**src/rtl/i2c_axil_pkg.sv**
```systemverilog
// rtl/i2c_axil_pkg.sv - shared response codes, state encoding and index-width helper for the channel router
package i2c_axil_pkg;

   localparam logic [1:0] RESP_OKAY   = 2'b00;
   localparam logic [1:0] RESP_SLVERR = 2'b10;
   localparam logic [1:0] RESP_DECERR = 2'b11;

   typedef logic [2:0] router_state_t;

   localparam router_state_t ST_IDLE      = 3'd0;
   localparam router_state_t ST_WR_FWD    = 3'd1;
   localparam router_state_t ST_WR_WAIT_B = 3'd2;
   localparam router_state_t ST_WR_RESP   = 3'd3;
   localparam router_state_t ST_RD_FWD    = 3'd4;
   localparam router_state_t ST_RD_WAIT_R = 3'd5;
   localparam router_state_t ST_RD_RESP   = 3'd6;

   // A single channel still needs a 1-bit index register.
   function automatic int ch_idx_w(input int n);
      return (n <= 1) ? 1 : $clog2(n);
   endfunction

endpackage

```
**src/rtl/i2c_axil_chan_router_if.sv**
```systemverilog
// rtl/i2c_axil_chan_router_if.sv - AXI-lite bundle of N lanes, lane c occupying slice c of every field
interface i2c_axil_chan_router_if #(
   parameter int N      = 1,
   parameter int ADDR_W = 8
) ();
   logic [N*ADDR_W-1:0] awaddr;
   logic [N*3-1:0]      awprot;
   logic [N-1:0]        awvalid;
   logic [N-1:0]        awready;
   logic [N*32-1:0]     wdata;
   logic [N*4-1:0]      wstrb;
   logic [N-1:0]        wvalid;
   logic [N-1:0]        wready;
   logic [N*2-1:0]      bresp;
   logic [N-1:0]        bvalid;
   logic [N-1:0]        bready;
   logic [N*ADDR_W-1:0] araddr;
   logic [N*3-1:0]      arprot;
   logic [N-1:0]        arvalid;
   logic [N-1:0]        arready;
   logic [N*32-1:0]     rdata;
   logic [N*2-1:0]      rresp;
   logic [N-1:0]        rvalid;
   logic [N-1:0]        rready;

   modport master (
      output awaddr, awprot, awvalid, wdata, wstrb, wvalid, bready,
      output araddr, arprot, arvalid, rready,
      input  awready, wready, bresp, bvalid, arready, rdata, rresp, rvalid
   );

   modport slave (
      input  awaddr, awprot, awvalid, wdata, wstrb, wvalid, bready,
      input  araddr, arprot, arvalid, rready,
      output awready, wready, bresp, bvalid, arready, rdata, rresp, rvalid
   );
endinterface

```
**src/rtl/i2c_axil_chan_router.sv**
```systemverilog
// rtl/i2c_axil_chan_router.sv - one-outstanding AXI-lite fan-out to N_CH I2C master channels with watchdog
module i2c_axil_chan_router
   import i2c_axil_pkg::*;
#(
   parameter int N_CH      = 4,
   parameter int CH_ADDR_W = 4,
   parameter int S_ADDR_W  = 8,
   parameter int TIMEOUT   = 1024
) (
   input  logic                   clk,
   input  logic                   rst,
   i2c_axil_chan_router_if.slave  s_axil,
   i2c_axil_chan_router_if.master m_axil,
   output logic [N_CH-1:0]        ch_timeout
);

   localparam int IDX_W = ch_idx_w(N_CH);
   localparam int UP_W  = S_ADDR_W - CH_ADDR_W;

   router_state_t        state_q, state_d;
   logic [IDX_W-1:0]     ch_q, ch_d;
   logic [CH_ADDR_W-1:0] addr_q, addr_d;
   logic [2:0]           prot_q, prot_d;
   logic [31:0]          wdata_q, wdata_d;
   logic [3:0]           wstrb_q, wstrb_d;
   logic [31:0]          rdata_q, rdata_d;
   logic [1:0]           resp_q, resp_d;
   logic [31:0]          wdog_q, wdog_d;
   logic                 aw_done_q, aw_done_d;
   logic                 w_done_q, w_done_d;
   logic                 lww_q, lww_d;
   logic [N_CH-1:0]      to_q, to_d;

   logic [UP_W-1:0] aw_up, ar_up;
   logic            wr_pend, rd_pend, idle, grant_wr, grant_rd;
   logic            aw_dec_err, ar_dec_err, in_flight, expire;
   logic            sel_aw_hs, sel_w_hs, sel_ar_hs, sel_bvalid, sel_rvalid;

   logic [N_CH-1:0] awvalid_v, wvalid_v, bready_v, arvalid_v, rready_v;
   logic [1:0]      ch_bresp [N_CH];
   logic [1:0]      ch_rresp [N_CH];
   logic [31:0]     ch_rdata [N_CH];

   // The whole upper field is decoded so out-of-range windows return DECERR.
   assign aw_up      = s_axil.awaddr[S_ADDR_W-1:CH_ADDR_W];
   assign ar_up      = s_axil.araddr[S_ADDR_W-1:CH_ADDR_W];
   assign aw_dec_err = 32'(aw_up) >= 32'(N_CH);
   assign ar_dec_err = 32'(ar_up) >= 32'(N_CH);

   assign wr_pend  = s_axil.awvalid[0] & s_axil.wvalid[0];
   assign rd_pend  = s_axil.arvalid[0];
   assign idle     = (state_q == ST_IDLE) && !rst;
   assign grant_wr = idle && wr_pend && (!rd_pend || !lww_q);
   assign grant_rd = idle && rd_pend && (!wr_pend || lww_q);

   assign in_flight = (state_q == ST_WR_FWD) || (state_q == ST_WR_WAIT_B) ||
                      (state_q == ST_RD_FWD) || (state_q == ST_RD_WAIT_R);
   assign expire    = in_flight && (wdog_q == 32'(TIMEOUT - 1));

   for (genvar c = 0; c < N_CH; c++) begin : g_ch
      logic hit;
      assign hit          = (ch_q == IDX_W'(c)) && !expire;
      assign awvalid_v[c] = hit && (state_q == ST_WR_FWD) && !aw_done_q;
      assign wvalid_v[c]  = hit && (state_q == ST_WR_FWD) && !w_done_q;
      assign bready_v[c]  = hit && (state_q == ST_WR_WAIT_B);
      assign arvalid_v[c] = hit && (state_q == ST_RD_FWD);
      assign rready_v[c]  = hit && (state_q == ST_RD_WAIT_R);
      assign ch_bresp[c]  = m_axil.bresp[2*c +: 2];
      assign ch_rresp[c]  = m_axil.rresp[2*c +: 2];
      assign ch_rdata[c]  = m_axil.rdata[32*c +: 32];
   end

   assign m_axil.awvalid = awvalid_v;
   assign m_axil.wvalid  = wvalid_v;
   assign m_axil.bready  = bready_v;
   assign m_axil.arvalid = arvalid_v;
   assign m_axil.rready  = rready_v;
   assign m_axil.awaddr  = {N_CH{addr_q}};
   assign m_axil.araddr  = {N_CH{addr_q}};
   assign m_axil.awprot  = {N_CH{prot_q}};
   assign m_axil.arprot  = {N_CH{prot_q}};
   assign m_axil.wdata   = {N_CH{wdata_q}};
   assign m_axil.wstrb   = {N_CH{wstrb_q}};

   assign sel_aw_hs  = awvalid_v[ch_q] & m_axil.awready[ch_q];
   assign sel_w_hs   = wvalid_v[ch_q] & m_axil.wready[ch_q];
   assign sel_ar_hs  = arvalid_v[ch_q] & m_axil.arready[ch_q];
   assign sel_bvalid = bready_v[ch_q] & m_axil.bvalid[ch_q];
   assign sel_rvalid = rready_v[ch_q] & m_axil.rvalid[ch_q];

   assign s_axil.awready = grant_wr;
   assign s_axil.wready  = grant_wr;
   assign s_axil.arready = grant_rd;
   assign s_axil.bvalid  = (state_q == ST_WR_RESP);
   assign s_axil.rvalid  = (state_q == ST_RD_RESP);
   assign s_axil.bresp   = resp_q;
   assign s_axil.rresp   = resp_q;
   assign s_axil.rdata   = rdata_q;
   assign ch_timeout     = to_q;

   always_comb begin
      state_d   = state_q;
      ch_d      = ch_q;
      addr_d    = addr_q;
      prot_d    = prot_q;
      wdata_d   = wdata_q;
      wstrb_d   = wstrb_q;
      rdata_d   = rdata_q;
      resp_d    = resp_q;
      aw_done_d = aw_done_q;
      w_done_d  = w_done_q;
      lww_d     = lww_q;
      to_d      = to_q;
      wdog_d    = in_flight ? wdog_q + 32'd1 : wdog_q;
      if (expire) begin
         // Any downstream response landing in this cycle is deliberately dropped.
         to_d[ch_q] = 1'b1;
         resp_d     = RESP_SLVERR;
         rdata_d    = '0;
         state_d    = ((state_q == ST_WR_FWD) || (state_q == ST_WR_WAIT_B)) ? ST_WR_RESP : ST_RD_RESP;
      end else begin
         case (state_q)
            ST_IDLE: begin
               if (grant_wr) begin
                  ch_d      = aw_up[IDX_W-1:0];
                  addr_d    = s_axil.awaddr[CH_ADDR_W-1:0];
                  prot_d    = s_axil.awprot;
                  wdata_d   = s_axil.wdata;
                  wstrb_d   = s_axil.wstrb;
                  aw_done_d = 1'b0;
                  w_done_d  = 1'b0;
                  wdog_d    = '0;
                  lww_d     = 1'b1;
                  resp_d    = RESP_DECERR;
                  state_d   = aw_dec_err ? ST_WR_RESP : ST_WR_FWD;
               end else if (grant_rd) begin
                  ch_d    = ar_up[IDX_W-1:0];
                  addr_d  = s_axil.araddr[CH_ADDR_W-1:0];
                  prot_d  = s_axil.arprot;
                  rdata_d = '0;
                  wdog_d  = '0;
                  lww_d   = 1'b0;
                  resp_d  = RESP_DECERR;
                  state_d = ar_dec_err ? ST_RD_RESP : ST_RD_FWD;
               end
            end
            ST_WR_FWD: begin
               aw_done_d = aw_done_q | sel_aw_hs;
               w_done_d  = w_done_q | sel_w_hs;
               if (aw_done_d && w_done_d) state_d = ST_WR_WAIT_B;
            end
            ST_WR_WAIT_B: begin
               if (sel_bvalid) begin
                  resp_d  = ch_bresp[ch_q];
                  state_d = ST_WR_RESP;
               end
            end
            ST_WR_RESP: if (s_axil.bready[0]) state_d = ST_IDLE;
            ST_RD_FWD:  if (sel_ar_hs) state_d = ST_RD_WAIT_R;
            ST_RD_WAIT_R: begin
               if (sel_rvalid) begin
                  resp_d  = ch_rresp[ch_q];
                  rdata_d = ch_rdata[ch_q];
                  state_d = ST_RD_RESP;
               end
            end
            ST_RD_RESP: if (s_axil.rready[0]) state_d = ST_IDLE;
            default:    state_d = ST_IDLE;
         endcase
      end
   end

   always_ff @(posedge clk or posedge rst) begin
      if (rst) begin
         state_q   <= ST_IDLE;
         ch_q      <= '0;
         addr_q    <= '0;
         prot_q    <= '0;
         wdata_q   <= '0;
         wstrb_q   <= '0;
         rdata_q   <= '0;
         resp_q    <= RESP_OKAY;
         wdog_q    <= '0;
         aw_done_q <= 1'b0;
         w_done_q  <= 1'b0;
         lww_q     <= 1'b0;
         to_q      <= '0;
      end else begin
         state_q   <= state_d;
         ch_q      <= ch_d;
         addr_q    <= addr_d;
         prot_q    <= prot_d;
         wdata_q   <= wdata_d;
         wstrb_q   <= wstrb_d;
         rdata_q   <= rdata_d;
         resp_q    <= resp_d;
         wdog_q    <= wdog_d;
         aw_done_q <= aw_done_d;
         w_done_q  <= w_done_d;
         lww_q     <= lww_d;
         to_q      <= to_d;
      end
   end

endmodule

```
**src/flat_wrapper.sv**
```systemverilog
// flat-port wrapper written by rule: the top's interface ports become plain ports
module i2c_axil_chan_router_flat import i2c_axil_pkg::*;
#(
   parameter int N_CH      = 4,
   parameter int CH_ADDR_W = 4,
   parameter int S_ADDR_W  = 8,
   parameter int TIMEOUT   = 1024
)
  (clk, rst, ch_timeout, s_axil_awaddr, s_axil_awprot, s_axil_awvalid, s_axil_wdata, s_axil_wstrb, s_axil_wvalid, s_axil_bready, s_axil_araddr, s_axil_arprot, s_axil_arvalid, s_axil_rready, s_axil_awready, s_axil_wready, s_axil_bresp, s_axil_bvalid, s_axil_arready, s_axil_rdata, s_axil_rresp, s_axil_rvalid, m_axil_awaddr, m_axil_awprot, m_axil_awvalid, m_axil_wdata, m_axil_wstrb, m_axil_wvalid, m_axil_bready, m_axil_araddr, m_axil_arprot, m_axil_arvalid, m_axil_rready, m_axil_awready, m_axil_wready, m_axil_bresp, m_axil_bvalid, m_axil_arready, m_axil_rdata, m_axil_rresp, m_axil_rvalid);
  i2c_axil_chan_router_if #(.N(1), .ADDR_W(8)) s_axil_i ();
  i2c_axil_chan_router_if #(.N(4), .ADDR_W(4)) m_axil_i ();
  input  logic clk;
  input  logic rst;
  output logic [N_CH-1:0] ch_timeout;
  input wire logic [$bits(s_axil_i.awaddr)-1:0] s_axil_awaddr;
  input wire logic [$bits(s_axil_i.awprot)-1:0] s_axil_awprot;
  input wire logic [$bits(s_axil_i.awvalid)-1:0] s_axil_awvalid;
  input wire logic [$bits(s_axil_i.wdata)-1:0] s_axil_wdata;
  input wire logic [$bits(s_axil_i.wstrb)-1:0] s_axil_wstrb;
  input wire logic [$bits(s_axil_i.wvalid)-1:0] s_axil_wvalid;
  input wire logic [$bits(s_axil_i.bready)-1:0] s_axil_bready;
  input wire logic [$bits(s_axil_i.araddr)-1:0] s_axil_araddr;
  input wire logic [$bits(s_axil_i.arprot)-1:0] s_axil_arprot;
  input wire logic [$bits(s_axil_i.arvalid)-1:0] s_axil_arvalid;
  input wire logic [$bits(s_axil_i.rready)-1:0] s_axil_rready;
  output wire logic [$bits(s_axil_i.awready)-1:0] s_axil_awready;
  output wire logic [$bits(s_axil_i.wready)-1:0] s_axil_wready;
  output wire logic [$bits(s_axil_i.bresp)-1:0] s_axil_bresp;
  output wire logic [$bits(s_axil_i.bvalid)-1:0] s_axil_bvalid;
  output wire logic [$bits(s_axil_i.arready)-1:0] s_axil_arready;
  output wire logic [$bits(s_axil_i.rdata)-1:0] s_axil_rdata;
  output wire logic [$bits(s_axil_i.rresp)-1:0] s_axil_rresp;
  output wire logic [$bits(s_axil_i.rvalid)-1:0] s_axil_rvalid;
  output wire logic [$bits(m_axil_i.awaddr)-1:0] m_axil_awaddr;
  output wire logic [$bits(m_axil_i.awprot)-1:0] m_axil_awprot;
  output wire logic [$bits(m_axil_i.awvalid)-1:0] m_axil_awvalid;
  output wire logic [$bits(m_axil_i.wdata)-1:0] m_axil_wdata;
  output wire logic [$bits(m_axil_i.wstrb)-1:0] m_axil_wstrb;
  output wire logic [$bits(m_axil_i.wvalid)-1:0] m_axil_wvalid;
  output wire logic [$bits(m_axil_i.bready)-1:0] m_axil_bready;
  output wire logic [$bits(m_axil_i.araddr)-1:0] m_axil_araddr;
  output wire logic [$bits(m_axil_i.arprot)-1:0] m_axil_arprot;
  output wire logic [$bits(m_axil_i.arvalid)-1:0] m_axil_arvalid;
  output wire logic [$bits(m_axil_i.rready)-1:0] m_axil_rready;
  input wire logic [$bits(m_axil_i.awready)-1:0] m_axil_awready;
  input wire logic [$bits(m_axil_i.wready)-1:0] m_axil_wready;
  input wire logic [$bits(m_axil_i.bresp)-1:0] m_axil_bresp;
  input wire logic [$bits(m_axil_i.bvalid)-1:0] m_axil_bvalid;
  input wire logic [$bits(m_axil_i.arready)-1:0] m_axil_arready;
  input wire logic [$bits(m_axil_i.rdata)-1:0] m_axil_rdata;
  input wire logic [$bits(m_axil_i.rresp)-1:0] m_axil_rresp;
  input wire logic [$bits(m_axil_i.rvalid)-1:0] m_axil_rvalid;
  assign s_axil_i.awaddr = s_axil_awaddr;
  assign s_axil_i.awprot = s_axil_awprot;
  assign s_axil_i.awvalid = s_axil_awvalid;
  assign s_axil_i.wdata = s_axil_wdata;
  assign s_axil_i.wstrb = s_axil_wstrb;
  assign s_axil_i.wvalid = s_axil_wvalid;
  assign s_axil_i.bready = s_axil_bready;
  assign s_axil_i.araddr = s_axil_araddr;
  assign s_axil_i.arprot = s_axil_arprot;
  assign s_axil_i.arvalid = s_axil_arvalid;
  assign s_axil_i.rready = s_axil_rready;
  assign s_axil_awready = s_axil_i.awready;
  assign s_axil_wready = s_axil_i.wready;
  assign s_axil_bresp = s_axil_i.bresp;
  assign s_axil_bvalid = s_axil_i.bvalid;
  assign s_axil_arready = s_axil_i.arready;
  assign s_axil_rdata = s_axil_i.rdata;
  assign s_axil_rresp = s_axil_i.rresp;
  assign s_axil_rvalid = s_axil_i.rvalid;
  assign m_axil_awaddr = m_axil_i.awaddr;
  assign m_axil_awprot = m_axil_i.awprot;
  assign m_axil_awvalid = m_axil_i.awvalid;
  assign m_axil_wdata = m_axil_i.wdata;
  assign m_axil_wstrb = m_axil_i.wstrb;
  assign m_axil_wvalid = m_axil_i.wvalid;
  assign m_axil_bready = m_axil_i.bready;
  assign m_axil_araddr = m_axil_i.araddr;
  assign m_axil_arprot = m_axil_i.arprot;
  assign m_axil_arvalid = m_axil_i.arvalid;
  assign m_axil_rready = m_axil_i.rready;
  assign m_axil_i.awready = m_axil_awready;
  assign m_axil_i.wready = m_axil_wready;
  assign m_axil_i.bresp = m_axil_bresp;
  assign m_axil_i.bvalid = m_axil_bvalid;
  assign m_axil_i.arready = m_axil_arready;
  assign m_axil_i.rdata = m_axil_rdata;
  assign m_axil_i.rresp = m_axil_rresp;
  assign m_axil_i.rvalid = m_axil_rvalid;
  i2c_axil_chan_router #(.N_CH(N_CH), .CH_ADDR_W(CH_ADDR_W), .S_ADDR_W(S_ADDR_W), .TIMEOUT(TIMEOUT)) u_core (.clk(clk), .rst(rst), .s_axil(s_axil_i), .m_axil(m_axil_i), .ch_timeout(ch_timeout));
endmodule
```
**config.mk**
```make
export PLATFORM = sky130hd
export DESIGN_NAME = i2c_axil_chan_router_flat
export DESIGN_NICKNAME = d
export VERILOG_FILES = /design/src/rtl/i2c_axil_pkg.sv /design/src/rtl/i2c_axil_chan_router_if.sv /design/src/rtl/i2c_axil_chan_router.sv /design/src/flat_wrapper.sv
export SDC_FILE = /design/constraint.sdc
export NUM_CORES = 1
export LEC_CHECK = 0
export BUFFER_PORTS_ARGS = -buffer_cell sky130_fd_sc_hd__buf_2
export CAP_MARGIN = 0
export CORE_AREA = 2 2 191 193
export CTS_CLUSTER_DIAMETER = 150
export DETAILED_ROUTE_END_ITERATION = 8
export DIE_AREA = 0 0 193 195
export SLEW_MARGIN = 20
export SYNTH_ARGS = -nofsm -noshare
export SYNTH_HDL_FRONTEND = slang
export SYNTH_SLANG_ARGS = --single-unit
```
**constraint.sdc**
```tcl
create_clock -name clk -period 10.57 [get_ports clk]
set_clock_uncertainty 0.15 [all_clocks]
set_input_delay 3.171 -clock clk [delete_from_list [all_inputs] [get_ports clk]]
set_output_delay 3.171 -clock clk [all_outputs]
set_load 0.05 [all_outputs]
```
==> results of run 1 <==
==> flip-flops by register name (all words and copies together) (netlist names), 3 cells and up <==
signal / cells
u_core.addr_q: 4
u_core.ch_timeout: 4
u_core.prot_q: 3
u_core.s_axil.rdata: 32
u_core.state_q: 3
u_core.wdata_q: 32
u_core.wdog_q: 32
u_core.wstrb_q: 4
==> layout by cell type (no fill, tap or decap), types with 4 or more instances in the layout <==
cell | synthesis | final
sky130_fd_sc_hd__a21oi_1 | 20 | 20
sky130_fd_sc_hd__and2b_2 | 23 | 23
sky130_fd_sc_hd__and3_1 | 6 | 6
sky130_fd_sc_hd__and4_1 | 4 | 4
sky130_fd_sc_hd__buf_2 | 2 | 493
sky130_fd_sc_hd__buf_4 | 160 | 8
sky130_fd_sc_hd__bufinv_16 | 0 | 4
sky130_fd_sc_hd__clkbuf_16 | 0 | 17
sky130_fd_sc_hd__dfrtp_1 | 121 | 119
sky130_fd_sc_hd__inv_1 | 8 | 6
sky130_fd_sc_hd__inv_6 | 0 | 6
sky130_fd_sc_hd__mux2_2 | 4 | 4
sky130_fd_sc_hd__mux2_4 | 30 | 30
sky130_fd_sc_hd__mux2i_1 | 10 | 10
sky130_fd_sc_hd__mux4_1 | 26 | 26
sky130_fd_sc_hd__mux4_2 | 15 | 15
sky130_fd_sc_hd__nand2_1 | 140 | 140
sky130_fd_sc_hd__nand3_1 | 10 | 10
sky130_fd_sc_hd__nand4_1 | 7 | 7
sky130_fd_sc_hd__nand4b_1 | 4 | 4
sky130_fd_sc_hd__nor2_1 | 50 | 50
sky130_fd_sc_hd__nor2b_1 | 11 | 11
sky130_fd_sc_hd__nor3_1 | 14 | 13
sky130_fd_sc_hd__nor4_1 | 6 | 6
sky130_fd_sc_hd__o21ai_0 | 31 | 31
sky130_fd_sc_hd__o22ai_1 | 4 | 4
sky130_fd_sc_hd__or3_1 | 12 | 12
sky130_fd_sc_hd__xnor2_1 | 11 | 11
sky130_fd_sc_hd__xor2_1 | 6 | 6
==> metrics by stage <==
stage / cell area (um2) / hold slack (ps) / setup WS (ps) / utilization / std cells
after floorplan: 8240 / 305 / 625 / - / 812
after global placement: 9930 / 287 / 2650 / 0.281 / 1574
after detailed placement: 9930 / 292 / 2630 / 0.281 / 1574
after CTS: 10600 / 311 / 2620 / 0.299 / 1606
after global routing: 10600 / 335 / 2480 / 0.299 / 1609
final: 10600 / 307 / 2650 / 0.299 / 1609
==> worst max path at each step <==
stage / startpoint / to / slack [ps] / cells past startpoint
after floorplan: rst / s_axil_arready / 630 / 6
after CTS: rst / s_axil_arready / 2620 / 6
after global routing: s_axil_awvalid / s_axil_wready / 2480 / 6
final: s_axil_awvalid / s_axil_wready / 2650 / 6
after global placement: s_axil_awvalid / s_axil_wready / 2650 / 6
after detailed placement: rst / s_axil_arready / 2630 / 6
==> logic make-up (layout without fill, tap and decap cells) <==
group / Yosys count / count (layout) / share of synthesized area
adders and majority gates: 1 / 1 / 0.00152
muxes: 85 / 85 / 0.196
other: 0 / 3 / 0
xor gates and xnor gates: 17 / 17 / 0.0181
and+or+nand+nor: 308 / 308 / 0.190
AOI/OAI and AO/OA: 72 / 72 / 0.0509
DFF: 121 / 121 / 0.368
buffers and inverters: 208 / 541 / 0.176
==> final cells by class <==
type	instances	area, um2
antenna	3	7.51
clock buffer	17	425
clock inverter	15	211
fill	3723	24800
inverter	8	33.8
multi-input combinational	483	3770
sequential	121	3030
tap	461	577
timing repair buffer	501	2530
==> critical path, stage by stage <==
cell and delay (ps):
sky130_fd_sc_hd__buf_2 90, sky130_fd_sc_hd__nand2_1 60, sky130_fd_sc_hd__a211oi_1 340, sky130_fd_sc_hd__nand2_1 150, sky130_fd_sc_hd__inv_2 400, sky130_fd_sc_hd__buf_2 360
==> layer usage <==
metal  up-vias  GRT usage
met2       369      0.268
met5         -          0
li1       3309          -
met1      3329      0.170
met3        42     0.0307
met4         2     0.0685
==> key figures, run 1 <==
Final layout
  – Area growth from synthesis to layout: 28.5%
  – Number of nets at the end of the flow: 1,362
  – Layout cell share with drive strength beyond 1: 0.548

Placed design
  – Sum of net half-perimeters after detailed placement: 23,000 um
  – Weighted congestion reported at the end of routability-driven placement: 0.854
  – Count of input and output buffers: 493

Min path
  – Sink of the worst hold path: u_core.ch_timeout[2]$_DFFE_PP0P_
  – Number of cells traversed by the worst hold path: 1
  – Hold wc startpoint: u_core.ch_timeout[2]$_DFFE_PP0P_
  – Tightest Hold Check Type: reg -> reg

Global routing
  – Overall track demand over capacity in global routing: 0.150
  – Total congestion overflow after global routing: 0
  – Initial antenna violation count: 6
  – Wire length of the first global-routing pass: 41,500 um
  – Largest net degree at the start of global routing: 65
  – Via count of the first global-routing pass: 6,897

Timing
  – Final Hold Viols: 0
  – Max Clock Freq: 126 MHz
  – Setup tns final: 0 ps
  – Slew at the pin closest to its max-slew limit: 893 ps
  – Minimum clock period: 7920 ps
  – Share of the cycle needed by the critical path after routing: 0.750
  – Number of pins exceeding their max-slew limit in the final report: 0
  – Unrepaired setup endpoints after global routing: false
  – Total setup violations reported at the end of the flow: 0
  – Remaining max-slew budget at the tightest pin: 0.404

Run status
  – Run status: finished clean

Routing
  – Detailed-routed wire length on met2: 14,800 um
  – Average wire per standard cell: 17.9 um
  – Number of vias in the routed layout: 7,051
  – Total wire length: 28,800 um
  – Average via count per standard cell: 4.38
  – Uppermost metal layer occupied by signal nets: met5
  – Number of design-rule violations left by the first detailed-router iteration: 318
  – Post-route DRC violation count: 0
  – Detailed route wirelength on metal3: 1840 um
  – Remaining antenna violation count: 0
  – Met1 wire length: 11,200 um
  – Drt pass-1 iters: 5

Job
  – Reported max-cap violation count: 0

Clock tree
  – TritonCTS sink count: 121
  – Clock input transition at the sequential cells of the worst setup and hold paths: 70 ps
  – Post-CTS setup repair buffer count: 0
  – TritonCTS clock tree: yes
  – Number of buffers created by CTS: 17
  – Number of buffers on the longest clock path: 2
  – CTS H-Tree Depth: 4
  – Worst-skew pair later-pin latency: 420 ps
  – Post-cts sizing count: 0
  – Clock root cell: sky130_fd_sc_hd__clkbuf_16
  – Hold_buf cts: 0

Logic synthesis
  – Area of the mapped netlist: 8240 um2
  – Post-Syn Nets: 1,042
  – Fraction of registers with async set/reset: 1.00
  – Most area-consuming cells after synthesis: sky130_fd_sc_hd__dfrtp_1 (37%), sky130_fd_sc_hd__buf_4 (15%), sky130_fd_sc_hd__mux4_1 (8.3%), sky130_fd_sc_hd__nand2_1 (6.4%), sky130_fd_sc_hd__mux2_4 (5.5%)
  – Number of enable-type register cells in the synthesized netlist: 0
  – Top cells by count, synth: sky130_fd_sc_hd__buf_4 (160), sky130_fd_sc_hd__nand2_1 (140), sky130_fd_sc_hd__dfrtp_1 (121)
  – Average cell area after synthesis: 10.1 um2
  – Sequential share of the synthesized area: 0.368
  – Count of unique library cells instantiated by Yosys: 54
  – Total of flip-flops plus latches after synthesis: 121
  – Cell with the most instances after synthesis: sky130_fd_sc_hd__buf_4
  – Ys Warns: 0
  – Gate Count Post-Synth: 812
  – Most common flop cell mapped by yosys: sky130_fd_sc_hd__dfrtp_1
  – Fraction of synthesized cell area taken by the top area cell type: 0.368
  – Dominant cell type by area after synthesis: sky130_fd_sc_hd__dfrtp_1

Floorplanning
  – Area of the core: 35,400 um2
  – Die boundary width: 193 um
  – Total I/O pin count: 494
  – Die area: 37,600 um2
  – Floorplan row count: 69
  – Vertical die dimension: 195 um
  – Starting density of the core: 0.233

Critical path
  – CP max FO: 31
  – End of the worst register-to-register path: u_core.s_axil.rdata[23]$_DFFE_PP0P_
  – Sort of element at the start of the critical path: primary input
  – Worst Setup Path Type: in -> out
  – Slack of the worst reg-to-reg path: 7260 ps
  – Launching point of the worst reg2reg path: u_core.state_q[2]$_DFFE_PP0P_
  – WP data required: 7250 ps
  – Critical path data arrival time: 4600 ps
  – R2r worst-path depth: 5
  – Category of the worst setup path capture point: primary output
Power of run 1 is left out: the tool's default activity adds up to more than one toggle a clock period on the data nets, which glitch-free logic cannot reach.
==> inputs of run 2 (changes only) <==
==> constraint.sdc (replaced) <==
create_clock -name clk -period 7.9 [get_ports clk]
set_clock_uncertainty 0.15 [all_clocks]
set_input_delay 2.37 -clock clk [delete_from_list [all_inputs] [get_ports clk]]
set_output_delay 2.37 -clock clk [all_outputs]
set_load 0.05 [all_outputs]
==> run 2 against run 1 <==
Against the previous run: non-clock buffer count decreased by 1; largest cell class unchanged; clock-buffer cell count increased by 5; cell area about the same; critical endpoint is now s_axil_awready; sequential share of layout area about the same; setup slack got worse by 1500 ps; utilization about the same; first-iteration DRC count decreased by 13%; hold slack got worse by 3.1 ps; critical path depth unchanged; highest routed layer unchanged.
==> key figures, run 2 (same netlist as run 1, synthesis figures left out) <==
Run status
  – Run status: finished clean

Placed design
  – Sum of net half-perimeters after detailed placement: 23,400 um (+1.4%)
  – Weighted congestion reported at the end of routability-driven placement: 0.860 (+0.68%)
  – Worst slack after detailed placement: 1070 ps (-1560 ps)
  – Count of input and output buffers: 493 (unchanged)

Timing
  – Unrepaired setup endpoints after global routing: false
  – Fin worst setup slack: 1120 ps (-1530 ps)
  – Remaining max-slew budget at the tightest pin: 0.404 (-0.000572)
  – Total setup violations reported at the end of the flow: 0 (unchanged)
  – Minimum clock period: 6780 ps
  – Number of pins exceeding their max-slew limit in the final report: 0 (unchanged)
  – Setup tns final: 0 ps (unchanged)
  – Max Clock Freq: 148 MHz
  – Share of the cycle needed by the critical path after routing: 0.858
  – Final Hold Viols: 0 (unchanged)
  – Slew at the pin closest to its max-slew limit: 887 ps (-6.53 ps)

Global routing
  – Overall track demand over capacity in global routing: 0.152 (+0.00162)
  – Largest net degree at the start of global routing: 58 (-11%)
  – Total congestion overflow after global routing: 0 (unchanged)
  – Via count of the first global-routing pass: 6,892 (-0.072%)
  – Initial antenna violation count: 8 (+2)
  – Wire length of the first global-routing pass: 41,800 um (+0.70%)

Critical path
  – Launching point of the worst reg2reg path: u_core.state_q[2]$_DFFE_PP0P_
  – Worst path most repeated cell: sky130_fd_sc_hd__buf_2
  – Logic depth of the worst path, buffers included: 6 (unchanged)
  – Critical path data arrival time: 4260 ps (-340 ps)
  – End of the worst register-to-register path: u_core.s_axil.rdata[22]$_DFFE_PP0P_
  – Slack of the worst reg-to-reg path: 4600 ps (-2660 ps)
  – CP bufs+invs: 3 (unchanged)
  – CP max FO: 38 (+23%)
  – Category of the worst setup path capture point: primary output
  – Ordered cell list for the critical path: buf_2, nand2_1, a211oi_1, nand2_2, inv_2, buf_2
  – Kind of cell adding the most delay to the critical path: buffers and inverters
  – Crit path launch: s_axil_awvalid
  – WP data required: 5380 ps (-1870 ps)
  – R2r worst-path depth: 5 (unchanged)
  – CP Capture Point: s_axil_awready
  – Sort of element at the start of the critical path: primary input
  – Max incr delay on CP: 530 ps (+130 ps)
  – Critical-path top delay cell: sky130_fd_sc_hd__nand2_2
  – Worst Setup Path Type: in -> out

Routing
  – Remaining antenna violation count: 0 (unchanged)
  – Number of vias in the routed layout: 7,102 (+0.72%)
  – Total wire length: 29,000 um (+0.80%)
  – Drt pass-1 iters: 4 (-1)
  – Number of design-rule violations left by the first detailed-router iteration: 278 (-13%)
  – Average wire per standard cell: 18.0 um (+0.74%)
  – Average via count per standard cell: 4.41 (+0.66%)
  – Post-route DRC violation count: 0 (unchanged)

Clock tree
  – Worst-skew pair later-pin latency: 420 ps (about the same)
  – Hold_buf cts: 0 (unchanged)
  – Number of buffers on the longest clock path: 2 (unchanged)
  – Number of buffers created by CTS: 17 (unchanged)
  – Post-CTS setup repair buffer count: 0 (unchanged)
  – Clock root cell: sky130_fd_sc_hd__clkbuf_16
  – Post-cts sizing count: 0 (unchanged)
  – Clock input transition at the sequential cells of the worst setup and hold paths: 60 ps (about the same)
  – TritonCTS clock tree: yes
  – TritonCTS sink count: 121 (unchanged)
  – CTS H-Tree Depth: 4 (unchanged)

Floorplanning
  – Die area: 37,600 um2 (unchanged)
  – Floorplan row count: 69 (unchanged)
  – Starting density of the core: 0.233 (unchanged)
  – Vertical die dimension: 195 um (unchanged)
  – Total I/O pin count: 494 (unchanged)
  – Die boundary width: 193 um (unchanged)
  – Area of the core: 35,400 um2 (unchanged)

Min path
  – Number of cells traversed by the worst hold path: 1 (unchanged)
  – Tightest Hold Check Type: reg -> reg

Final layout
  – Most common library cell in the layout ignoring fill and taps: sky130_fd_sc_hd__buf_2
  – Post-layout utilization of the core: 0.299 (about the same)
  – Number of nets at the end of the flow: 1,361 (-0.073%)
  – Area growth from synthesis to layout: 28.4% (about the same)
  – Layout cell share with drive strength beyond 1: 0.546 (-0.00127)
  – Commonest non-fill, non-tap cells in the layout: sky130_fd_sc_hd__buf_2 (493), sky130_fd_sc_hd__nand2_1 (139), sky130_fd_sc_hd__dfrtp_1 (119)

Job
  – Reported max-cap violation count: 0 (unchanged)
[run 2: cell types whose count changed in the layout (fill, tap and decap cells not counted), sizes merged]
cell,delta
clkbuf,+5
clkinv,-2
inv,-5
clkinvlp,+2
diode,+2
buf,-1
[run 2: area by class of cell]
| cell class | instances | area (um2) |
|---|---|---|
| inverter | 8 | 37.5 |
| clock buffer | 22 | 454 |
| sequential | 121 | 3030 |
| clock inverter | 10 | 166 |
| tap | 461 | 577 |
| timing repair buffer | 500 | 2520 |
| fill | 3778 | 24800 |
| multi-input combinational | 483 | 3770 |
| antenna | 5 | 12.5 |
[run 2: per-stage QoR]
| stage | area, um2 | hold slack, ps | std cells |
|---|---|---|---|
| 6_report | 10600 | 303 | 1610 |
| 5_1_grt | 10600 | 321 | 1609 |
| 4_1_cts | 10600 | 307 | 1605 |
| 3_5_place_dp | 9940 | 291 | 1573 |
| 3_3_place_gp | 9940 | 286 | 1573 |
| 2_1_floorplan | 8250 | 305 | 812 |
[run 2: worst min-delay path by stage]
| stage | startpoint | endpoint | slack [ps] |
|---|---|---|---|
| after global placement | u_core.ch_timeout[0]$_DFFE_PP0P_ | u_core.ch_timeout[0]$_DFFE_PP0P_ | 290 |
| after global routing | u_core.ch_timeout[1]$_DFFE_PP0P_ | u_core.ch_timeout[1]$_DFFE_PP0P_ | 320 |
| after floorplan | u_core.aw_done_q$_DFFE_PP0P_ | u_core.aw_done_q$_DFFE_PP0P_ | 310 |
| after CTS | u_core.ch_timeout[0]$_DFFE_PP0P_ | u_core.ch_timeout[0]$_DFFE_PP0P_ | 310 |
| final | u_core.ch_timeout[0]$_DFFE_PP0P_ | u_core.ch_timeout[0]$_DFFE_PP0P_ | 300 |
| after detailed placement | u_core.ch_timeout[0]$_DFFE_PP0P_ | u_core.ch_timeout[0]$_DFFE_PP0P_ | 290 |
[run 2: routing by layer]
metal  routed length (um)  part of all wire  track usage  up-vias
met5                   12           0.00041            0        -
met4                 1330             0.046       0.0788        2
met3                 1910             0.066       0.0316       43
met2                14800              0.51        0.273      376
met1                11000              0.38        0.167     3368
li1                     -                 -            -     3313
[run 2: worst reg2reg max path, delay by kind of cell (launching register included)]
kind | cells | cell delay (ps)
AND/OR/NAND/NOR | 3 | 1720
flip-flops | 1 | 550
AO/OA/AOI/OAI | 1 | 330
multiplexers | 1 | 430
Power of run 2 is left out for the same reason.
